[src/rtl/queue_pkg.sv]
// Shared defaults for the two-entry queue and its storage.
package queue_pkg;
  localparam int QUEUE_WIDTH = 122;
  localparam int QUEUE_DEPTH = 2;
  localparam int COUNT_W     = 2;
endpackage

[src/rtl/ram_2x122.sv]
// Two-entry payload store: clocked write port, combinational read port.
module ram_2x122
  import queue_pkg::*;
#(
  parameter int WIDTH = QUEUE_WIDTH,
  parameter int DEPTH = QUEUE_DEPTH
) (
  input  logic             R0_en,
  input  logic [0:0]       R0_addr,
  output logic [WIDTH-1:0] R0_data,
  input  logic             W0_clk,
  input  logic             W0_en,
  input  logic [0:0]       W0_addr,
  input  logic [WIDTH-1:0] W0_data
);

  logic [WIDTH-1:0] mem [DEPTH];

  always_ff @(posedge W0_clk) begin
    if (W0_en) begin
      mem[W0_addr] <= W0_data;
    end
  end

  // The read side is asynchronous, so it needs no clock of its own.
  assign R0_data = R0_en ? mem[R0_addr] : '0;

`ifdef RANDOMIZE_MEM_INIT
  initial begin
    for (int i = 0; i < DEPTH; i++) begin
      for (int b = 0; b < WIDTH; b++) begin
        mem[i][b] = 1'($urandom);
      end
    end
  end
`endif

endmodule

[src/rtl/queue_2x122.sv]
// Two-entry ready/valid queue with optional empty bypass (FLOW) and
// full-queue pass-through acceptance (PIPE).
module queue_2x122
  import queue_pkg::*;
#(
  parameter int WIDTH = QUEUE_WIDTH,
  parameter int DEPTH = QUEUE_DEPTH,
  parameter int FLOW  = 0,
  parameter int PIPE  = 0
) (
  input  logic               clock,
  input  logic               reset,
  output logic               io_enq_ready,
  input  logic               io_enq_valid,
  input  logic [WIDTH-1:0]   io_enq_bits,
  input  logic               io_deq_ready,
  output logic               io_deq_valid,
  output logic [WIDTH-1:0]   io_deq_bits,
  output logic [COUNT_W-1:0] io_count
);

  localparam bit FLOW_EN = (FLOW != 0);
  localparam bit PIPE_EN = (PIPE != 0);

  logic             enq_ptr;
  logic             deq_ptr;
  logic             maybe_full;
  logic             ptr_match;
  logic             empty;
  logic             full;
  logic             bypass;
  logic             do_enq;
  logic             do_deq;
  logic [WIDTH-1:0] ram_data;

  assign ptr_match = (enq_ptr == deq_ptr);
  assign empty     = ptr_match & ~maybe_full;
  assign full      = ptr_match & maybe_full;

  // Handshake: a transfer happens on a side exactly in a cycle where both
  // valid and ready are high; valid never depends on the same side's ready.
  assign io_enq_ready = ~full | (PIPE_EN & io_deq_ready);
  assign io_deq_valid = ~empty | (FLOW_EN & io_enq_valid);

  // Bypass hands the producer's word straight to the consumer; storage untouched.
  assign bypass = FLOW_EN & empty & io_deq_ready;
  assign do_enq = io_enq_ready & io_enq_valid & ~bypass;
  assign do_deq = io_deq_ready & io_deq_valid & ~bypass;

  assign io_deq_bits = (FLOW_EN & empty) ? io_enq_bits : ram_data;
  assign io_count    = full ? COUNT_W'(2) : (empty ? COUNT_W'(0) : COUNT_W'(1));

  always_ff @(posedge clock) begin
    if (reset) begin
      enq_ptr    <= 1'b0;
      deq_ptr    <= 1'b0;
      maybe_full <= 1'b0;
    end else begin
      if (do_enq) begin
        enq_ptr <= ~enq_ptr;
      end
      if (do_deq) begin
        deq_ptr <= ~deq_ptr;
      end
      if (do_enq != do_deq) begin
        maybe_full <= do_enq;
      end
    end
  end

`ifdef RANDOMIZE_REG_INIT
  initial begin
    enq_ptr    = 1'($urandom);
    deq_ptr    = 1'($urandom);
    maybe_full = 1'($urandom);
  end
`endif

  ram_2x122 #(
    .WIDTH(WIDTH),
    .DEPTH(DEPTH)
  ) ram (
    .R0_en  (1'b1),
    .R0_addr(deq_ptr),
    .R0_data(ram_data),
    .W0_clk (clock),
    .W0_en  (do_enq),
    .W0_addr(enq_ptr),
    .W0_data(io_enq_bits)
  );

endmodule

[config.mk]
export PLATFORM = sky130hd
export DESIGN_NAME = queue_2x122
export DESIGN_NICKNAME = d
export VERILOG_FILES = /design/src/rtl/queue_pkg.sv /design/src/rtl/ram_2x122.sv /design/src/rtl/queue_2x122.sv
export SDC_FILE = /design/constraint.sdc
export NUM_CORES = 1
export LEC_CHECK = 0
export BUFFER_PORTS_ARGS = -buffer_cell sky130_fd_sc_hd__buf_4
export CORE_MARGIN = 5
export CORE_UTILIZATION = 35
export CTS_BUF_LIST = sky130_fd_sc_hd__clkbuf_4 sky130_fd_sc_hd__clkbuf_8
export DETAILED_ROUTE_END_ITERATION = 12
export PLACE_DENSITY = 0.68
export SLEW_MARGIN = 20
export SYNTH_ARGS = -nofsm -noshare
export SYNTH_HDL_FRONTEND = slang
export SYNTH_SLANG_ARGS = --single-unit
[constraint.sdc]
create_clock -name clock -period 6.2 [get_ports clock]
set_clock_uncertainty 0.1 [all_clocks]
set_input_delay 1.24 -clock clock [delete_from_list [all_inputs] [get_ports clock]]
set_output_delay 1.24 -clock clock [all_outputs]
set_load 0.05 [all_outputs]
==> impl_metrics.env, run 1 <==
export IMPL_yosysMostFrequentCell="edfxtp_1"
export IMPL_gp_congestion=0.709
export IMPL_startpoint_type="flip-flop"
export IMPL_min_to="deq_ptr$_SDFFE_PP0P_"
export IMPL_dieArea_sq_um=30100
export IMPL_num_rows=59
export IMPL_cts_htree_levels=2
export IMPL_drtIter0Drc=224
export IMPL_chipHeight_microns=173
export IMPL_period_share_pct=64.7
export IMPL_fin_area_sq_um=12400
export IMPL_max_cap_viol_count=0
export IMPL_viasPerCell=4.44
export IMPL_clock_latency_ns=0.51
export IMPL_grt_pass1_wl_microns=28700
export IMPL_tightest_slew_ns=1.04
export IMPL_cts_tree="built"
export IMPL_endpoint_kind="primary output"
export IMPL_highest_layer="met5"
export IMPL_grt_max_degree=65
export IMPL_min_from="deq_ptr$_SDFFE_PP0P_"
export IMPL_yosys_area_top_type="edfxtp_1"
export IMPL_synth_seq_cells=248
export IMPL_ios=252
export IMPL_syn_area_sq_um=9350
export IMPL_placed_cell_area_sq_um=11600
export IMPL_synth_cells=406
export IMPL_setup_viol=0
export IMPL_met2_length_microns=9270
export IMPL_io_buffers=251
export IMPL_leakage_nw=4.73
export IMPL_nets=817
export IMPL_cp_arrival_ns=2.67
export IMPL_vias=4683
export IMPL_cts_setup_buffers=0
export IMPL_grt_pass1_vias=5308
export IMPL_wl_microns=18500
export IMPL_grt_usage_pct=12.0
export IMPL_critical_path_class="reg -> out"
export IMPL_avgSynthCellArea_sq_um=23.0
export IMPL_ys_types=19
export IMPL_die_w_microns=173
export IMPL_tritoncts_num_buffers=42
export IMPL_hpwl_microns=12300
export IMPL_hold_viol_final=0
export IMPL_synth_area_leaders="edfxtp_1 (78%), mux2_4 (13%), mux2_2 (5.1%)"
export IMPL_syn_nets=532
export IMPL_ys_flop_type="edfxtp_1"
export IMPL_hold_class="reg -> reg"
export IMPL_cts_root_buffer="clkbuf_8"
export IMPL_clk_pin_slew_worst_paths_ns=0.05
export IMPL_r2r_cells=4
export IMPL_ctsHoldBuffers=0
export IMPL_hold_depth=2
export IMPL_power_density_nw_per_um2=338
export IMPL_r2r_start="deq_ptr$_SDFFE_PP0P_"
export IMPL_areaGrowthSynthToFinish_pct=32.4
export IMPL_critical_path_peak_fanout=64
export IMPL_dr_pass1_iters=4
export IMPL_drv_slew=0
export IMPL_crit_required_ns=4.86
export IMPL_ys_warn_count=0
export IMPL_finalHoldWorstSlack_ns=0.455
export IMPL_tns_ns=0
export IMPL_diodes=0
export IMPL_synth_edf_count=244
export IMPL_ys_seq_area_share_pct=79.2
export IMPL_max_slew_margin_rel_pct=30.5
export IMPL_synth_common_cells="edfxtp_1 (244), mux2_4 (80), mux2_2 (42)"
export IMPL_synthArstFlopShare_pct=0
export IMPL_initial_core_util_pct=35.7
export IMPL_core_area_sq_um=26200
export IMPL_period_minus_slack_ns=4.01
export IMPL_clock_sinks=248
export IMPL_status="finished, final reports clean"
export IMPL_r2r_end="ram.mem[0][83]$_DFFE_PP_"
export IMPL_grt_overflow_total=0
export IMPL_fmax_mhz=249
export IMPL_drc=0
export IMPL_cts_buffer_depth=3
export IMPL_cts_resized=0
export IMPL_rsz0062_at_grt="no"
export IMPL_drt_antenna_violating_nets=0
export IMPL_wire_per_inst_microns=17.6
export IMPL_total_power_mw=4.19
export IMPL_dp_slack_ns=2.66
export IMPL_antenna_found_initial=1
export IMPL_synth_top_area_share_pct=78.3
export IMPL_worst_slack_ns=2.19
export IMPL_drive_above_1_share_pct=61.6
export IMPL_rrSetupSlack_ns=4.06
export IMPL_route_met3_wl_microns=1580
export IMPL_wl_met1_microns=7230
export IMPL_ir_worst_vdd_mv=0.176
==> placed cells by master (no fill, tap or decap) <==
| cell | count |
|---|---|
| clkinv_2 | 2 |
| dfxtp_4 | 1 |
| edfxtp_1 | 244 |
| nand2_1 | 2 |
| mux2_4 | 80 |
| xnor2_1 | 1 |
| clkbuf_4 | 11 |
| buf_12 | 1 |
| bufinv_16 | 2 |
| nand3_1 | 1 |
| inv_1 | 2 |
| and3_4 | 1 |
| clkinv_1 | 11 |
| clkinvlp_4 | 3 |
| a21bo_2 | 1 |
| a31oi_1 | 3 |
| buf_4 | 255 |
| o21bai_1 | 1 |
| dfxtp_1 | 3 |
| clkbuf_8 | 43 |
| mux2_2 | 42 |
| nand3b_1 | 4 |
| inv_4 | 1 |
| nand2b_1 | 3 |
| a21oi_1 | 1 |
==> report_power, final <==
part / switching (mW) / internal [mW] / leakage [nW] / total [mW]
logic: 0.499 / 0.291 / 2.01 / 0.790
registers: 0.0396 / 1.97 / 2.30 / 2.00
clock network: 0.604 / 0.790 / 0.414 / 1.39
==> per-layer routing <==
metal  vias to the layer above  global-route usage (%)
met5                         -                       0
met4                         2                    3.66
met3                        38                    4.84
met2                       190                    20.5
met1                      2264                    13.8
li1                       2189                       -
==> logic make-up after synthesis <==
family | share of synthesized area (%)
flip-flops | 79.2
XOR/XNOR | 0.0937
AO/OA/AOI/OAI | 0.441
buffers and inverters | 1.66
AND/OR/NAND/NOR | 0.722
multiplexers | 17.9
==> worst max path at each step <==
stage	cells past startpoint	to	start
after floorplan	1	ram.mem[1][0]$_DFFE_PP_	io_enq_valid
after global placement	3	io_deq_bits[3]	flip-flop
final	3	io_deq_bits[3]	flip-flop
after detailed placement	3	io_deq_bits[3]	flip-flop
after global routing	3	io_deq_bits[120]	flip-flop
after CTS	3	io_deq_bits[3]	flip-flop
==> cell type report <==
type                       count  area [sq um]
fill                        2232         13800
sequential                   248          7410
timing repair buffer         256          1930
multi-input combinational    140          1800
clock buffer                  54           674
tap                          335           419
clock inverter                18           134
inverter                       3          13.8
==> metrics by stage <==
step / std cells / utilization (%)
floorplan: 406 / -
global route: 1054 / 47.3
detailed placement: 982 / 44.2
CTS: 1054 / 47.3
finish: 1054 / 47.3
global placement: 982 / 44.2
==> flip-flops by register name (all words and copies together), names as in the netlist, named ones only <==
signal      count
ram.mem       244
deq_ptr         1
enq_ptr         1
maybe_full      1
==> critical path, stage by stage (launching register included) <==
cell and delay, ns:
dfxtp_4 1.05, buf_12 0.45, mux2_2 0.40, buf_4 0.19
Note: power is estimated with default switching activity, not from simulation.
==> run 2: changes to the inputs <==
--- a/config.mk
+++ b/config.mk
@@ -5,6 +5,7 @@
 export SDC_FILE = /design/constraint.sdc
 export NUM_CORES = 1
 export LEC_CHECK = 0
+export ABC_AREA = 1
 export BUFFER_PORTS_ARGS = -buffer_cell sky130_fd_sc_hd__buf_4
 export CORE_MARGIN = 5
 export CORE_UTILIZATION = 35
==> constraint.sdc (replaced) <==
create_clock -name clock -period 3.8 [get_ports clock]
set_clock_uncertainty 0.1 [all_clocks]
set_input_delay 0.76 -clock clock [delete_from_list [all_inputs] [get_ports clock]]
set_output_delay 0.76 -clock clock [all_outputs]
set_load 0.05 [all_outputs]
==> run 2 against run 1 <==
Net effect:
- via count up 1.4%
- area after synthesis about the same
- cell count up 1.7%
- die area about the same
- wire length down 0.23%
- first-iteration DRC count down 15%
- largest cell class unchanged
- sequential power up 64%
- worst setup slack worse by 1.4 ns
- largest power group unchanged
- global-route usage about the same
==> impl_metrics.env, run 2 <==
export IMPL_worst_slack_ns=0.751
export IMPL_dr_pass1_iters=5
export IMPL_chipHeight_microns=173
export IMPL_layout_common_cells="buf_4 (260), edfxtp_1 (244), mux2_4 (80)"
export IMPL_ys_types=16
export IMPL_clk_pin_slew_worst_paths_ns=0.06
export IMPL_synthArstFlopShare_pct=0
export IMPL_synth_top_family_by_area="multiplexers"
export IMPL_r2r_cells=7
export IMPL_synth_common_cells="edfxtp_1 (244), mux2_4 (80), mux2_2 (42)"
export IMPL_combPwrFrac_pct=21.6
export IMPL_avgSynthCellArea_sq_um=22.5
export IMPL_grt_pass1_vias=5127
export IMPL_synth_edf_count=244
export IMPL_synth_area_leaders="edfxtp_1 (78%), mux2_4 (13%), mux2_2 (5.1%)"
export IMPL_yosys_area_share_xor_xnor_pct=0
export IMPL_wire_per_inst_microns=17.2
export IMPL_switching_share_pct=28.1
export IMPL_leakage_nw=4.85
export IMPL_drv_slew=0
export IMPL_yosys_area_top_type="edfxtp_1"
export IMPL_drive_above_1_share_pct=61.6
export IMPL_cts_resized=0
export IMPL_synth_cells=415
export IMPL_cts_setup_buffers=0
export IMPL_nFillCells=2202
export IMPL_hold_depth=1
export IMPL_die_w_microns=173
export IMPL_p_switching_mw=2.01
export IMPL_hold_class="in -> reg"
export IMPL_period_share_pct=80.2
export IMPL_ir_worst_vdd_mv=0.327
export IMPL_total_power_mw=7.16
export IMPL_viasPerCell=4.43
export IMPL_tritoncts_num_buffers=41
export IMPL_ys_flop_type="edfxtp_1"
export IMPL_critical_path_peak_fanout=37
export IMPL_synth_area_mux_share_pct=17.9
export IMPL_synth_seq_cells=248
export IMPL_setup_viol=0
export IMPL_clock_latency_ns=0.51
export IMPL_cts_htree_levels=2
export IMPL_ios=252
export IMPL_grt_max_degree=69
export IMPL_tightest_slew_ns=0.852
export IMPL_syn_area_sq_um=9360
export IMPL_layout_commonest_cell="buf_4"
export IMPL_grt_usage_pct=11.9
export IMPL_status="finished, final reports clean"
export IMPL_clock_sinks=248
export IMPL_wl_microns=18500
export IMPL_dieArea_sq_um=30100
export IMPL_drc=0
export IMPL_areaGrowthSynthToFinish_pct=33.7
export IMPL_grt_overflow_total=0
export IMPL_io_buffers=251
export IMPL_core_area_sq_um=26200
export IMPL_max_cap_viol_count=0
export IMPL_largest_reg_flops=244
export IMPL_yosysMostFrequentCell="edfxtp_1"
export IMPL_synthAdderAreaFrac_pct=0
export IMPL_hold_viol_final=0
export IMPL_antenna_found_initial=0
export IMPL_fmax_mhz=328
export IMPL_synth_simple_area_share_pct=0.749
export IMPL_tns_ns=0
export IMPL_ys_seq_area_share_pct=79.2
export IMPL_cts_buffer_depth=3
export IMPL_fin_util_pct=47.7
export IMPL_ys_warn_count=0
export IMPL_startpoint_type="flip-flop"
export IMPL_cts_root_buffer="clkbuf_8"
export IMPL_dp_slack_ns=1.23
export IMPL_p_int_mw=5.15
export IMPL_vias=4747
export IMPL_gp_congestion=0.710
export IMPL_pwr_share_clk_pct=32.5
export IMPL_synth_top_area_share_pct=78.3
export IMPL_hpwl_microns=12500
export IMPL_grt_pass1_wl_microns=28400
export IMPL_critical_path_class="reg -> out"
export IMPL_drt_antenna_violating_nets=0
export IMPL_ctsHoldBuffers=0
export IMPL_p_seq_share_pct=45.9
export IMPL_nets=833
export IMPL_power_density_nw_per_um2=573
export IMPL_initial_core_util_pct=35.7
export IMPL_syn_nets=541
export IMPL_rsz0062_at_grt="no"
export IMPL_regMostFlops="ram.mem"
export IMPL_synth_compound_area_share_pct=0.321
export IMPL_endpoint_kind="primary output"
export IMPL_cp_arrival_ns=2.19
export IMPL_drtIter0Drc=190
export IMPL_period_minus_slack_ns=3.05
export IMPL_cts_tree="built"
export IMPL_crit_required_ns=2.94
export IMPL_diodes=0
export IMPL_max_slew_margin_rel_pct=43.2
export IMPL_num_rows=59
run 2: changes by cell type after synthesis, moves of 2 or more:
cell | previous run | this run
a31oi_1 | 3 | 0
inv_1 | 3 | 8
nand2_1 | 2 | 8
nand2b_1 | 3 | 0
nand3_1 | 1 | 3
nand3b_1 | 4 | 0
nor2_1 | 0 | 5
o211ai_1 | 0 | 2
run 2: power by group through the flow:
stage	registers (mW)	logic (mW)	clock network [mW]
floorplan	3.32	1.11	0
global placement	3.34	1.56	0
CTS	3.29	1.57	2.42
global route	3.30	1.62	2.56
finish	3.29	1.55	2.33
detailed placement	3.34	1.57	0
run 2: metal layers:
layer	routed length (microns)	global-route usage, %
met1	7570	14.4
met2	8830	19.4
met3	1770	5.39
met4	298	3.36
met5	0	0
run 2: layout make-up:
| type | count | area (sq um) | share of cell area [%] |
|---|---|---|---|
| Sequential cell | 248 | 7410 | 59.2 |
| Timing Repair Buffer | 264 | 2030 | 16.2 |
| Multi-Input combinational cell | 144 | 1770 | 14.2 |
| Clock buffer | 59 | 724 | 5.79 |
| Tap cell | 335 | 419 | 3.35 |
| Clock inverter | 14 | 113 | 0.900 |
| Inverter | 8 | 37.5 | 0.300 |
run 2: worst max-delay path: stages, from the launching register on:
cell,delay [ns]
dfxtp_4,0.76
buf_4,0.34
mux2_2,0.36
buf_4,0.19
run 2: cells by family (layout without fill, tap and decap cells):
kind of cell	Yosys count	count (layout)
compound gates	5	5
buf+inv	23	345
mux	122	122
flops	248	248
simple gates	17	17
run 2: per-stage QoR:
step	cells	cell area, sq um	hold slack (ns)
6_report	1072	12500	0.329
3_5_place_dp	999	11700	0.451
5_1_grt	1072	12500	0.266
2_1_floorplan	415	9360	0.399
4_1_cts	1072	12500	0.281
3_3_place_gp	999	11700	0.425
run 2: worst paths after layout:
kind	to	slack [ns]	start
min reg2reg	enq_ptr$_SDFFE_PP0P_	0.46	enq_ptr$_SDFFE_PP0P_
max	io_deq_bits[118]	0.75	flip-flop
max reg2reg	ram.mem[0][112]$_DFFE_PP_	1.56	deq_ptr$_SDFFE_PP0P_
min	ram.mem[0][34]$_DFFE_PP_	0.33	io_enq_bits[34]
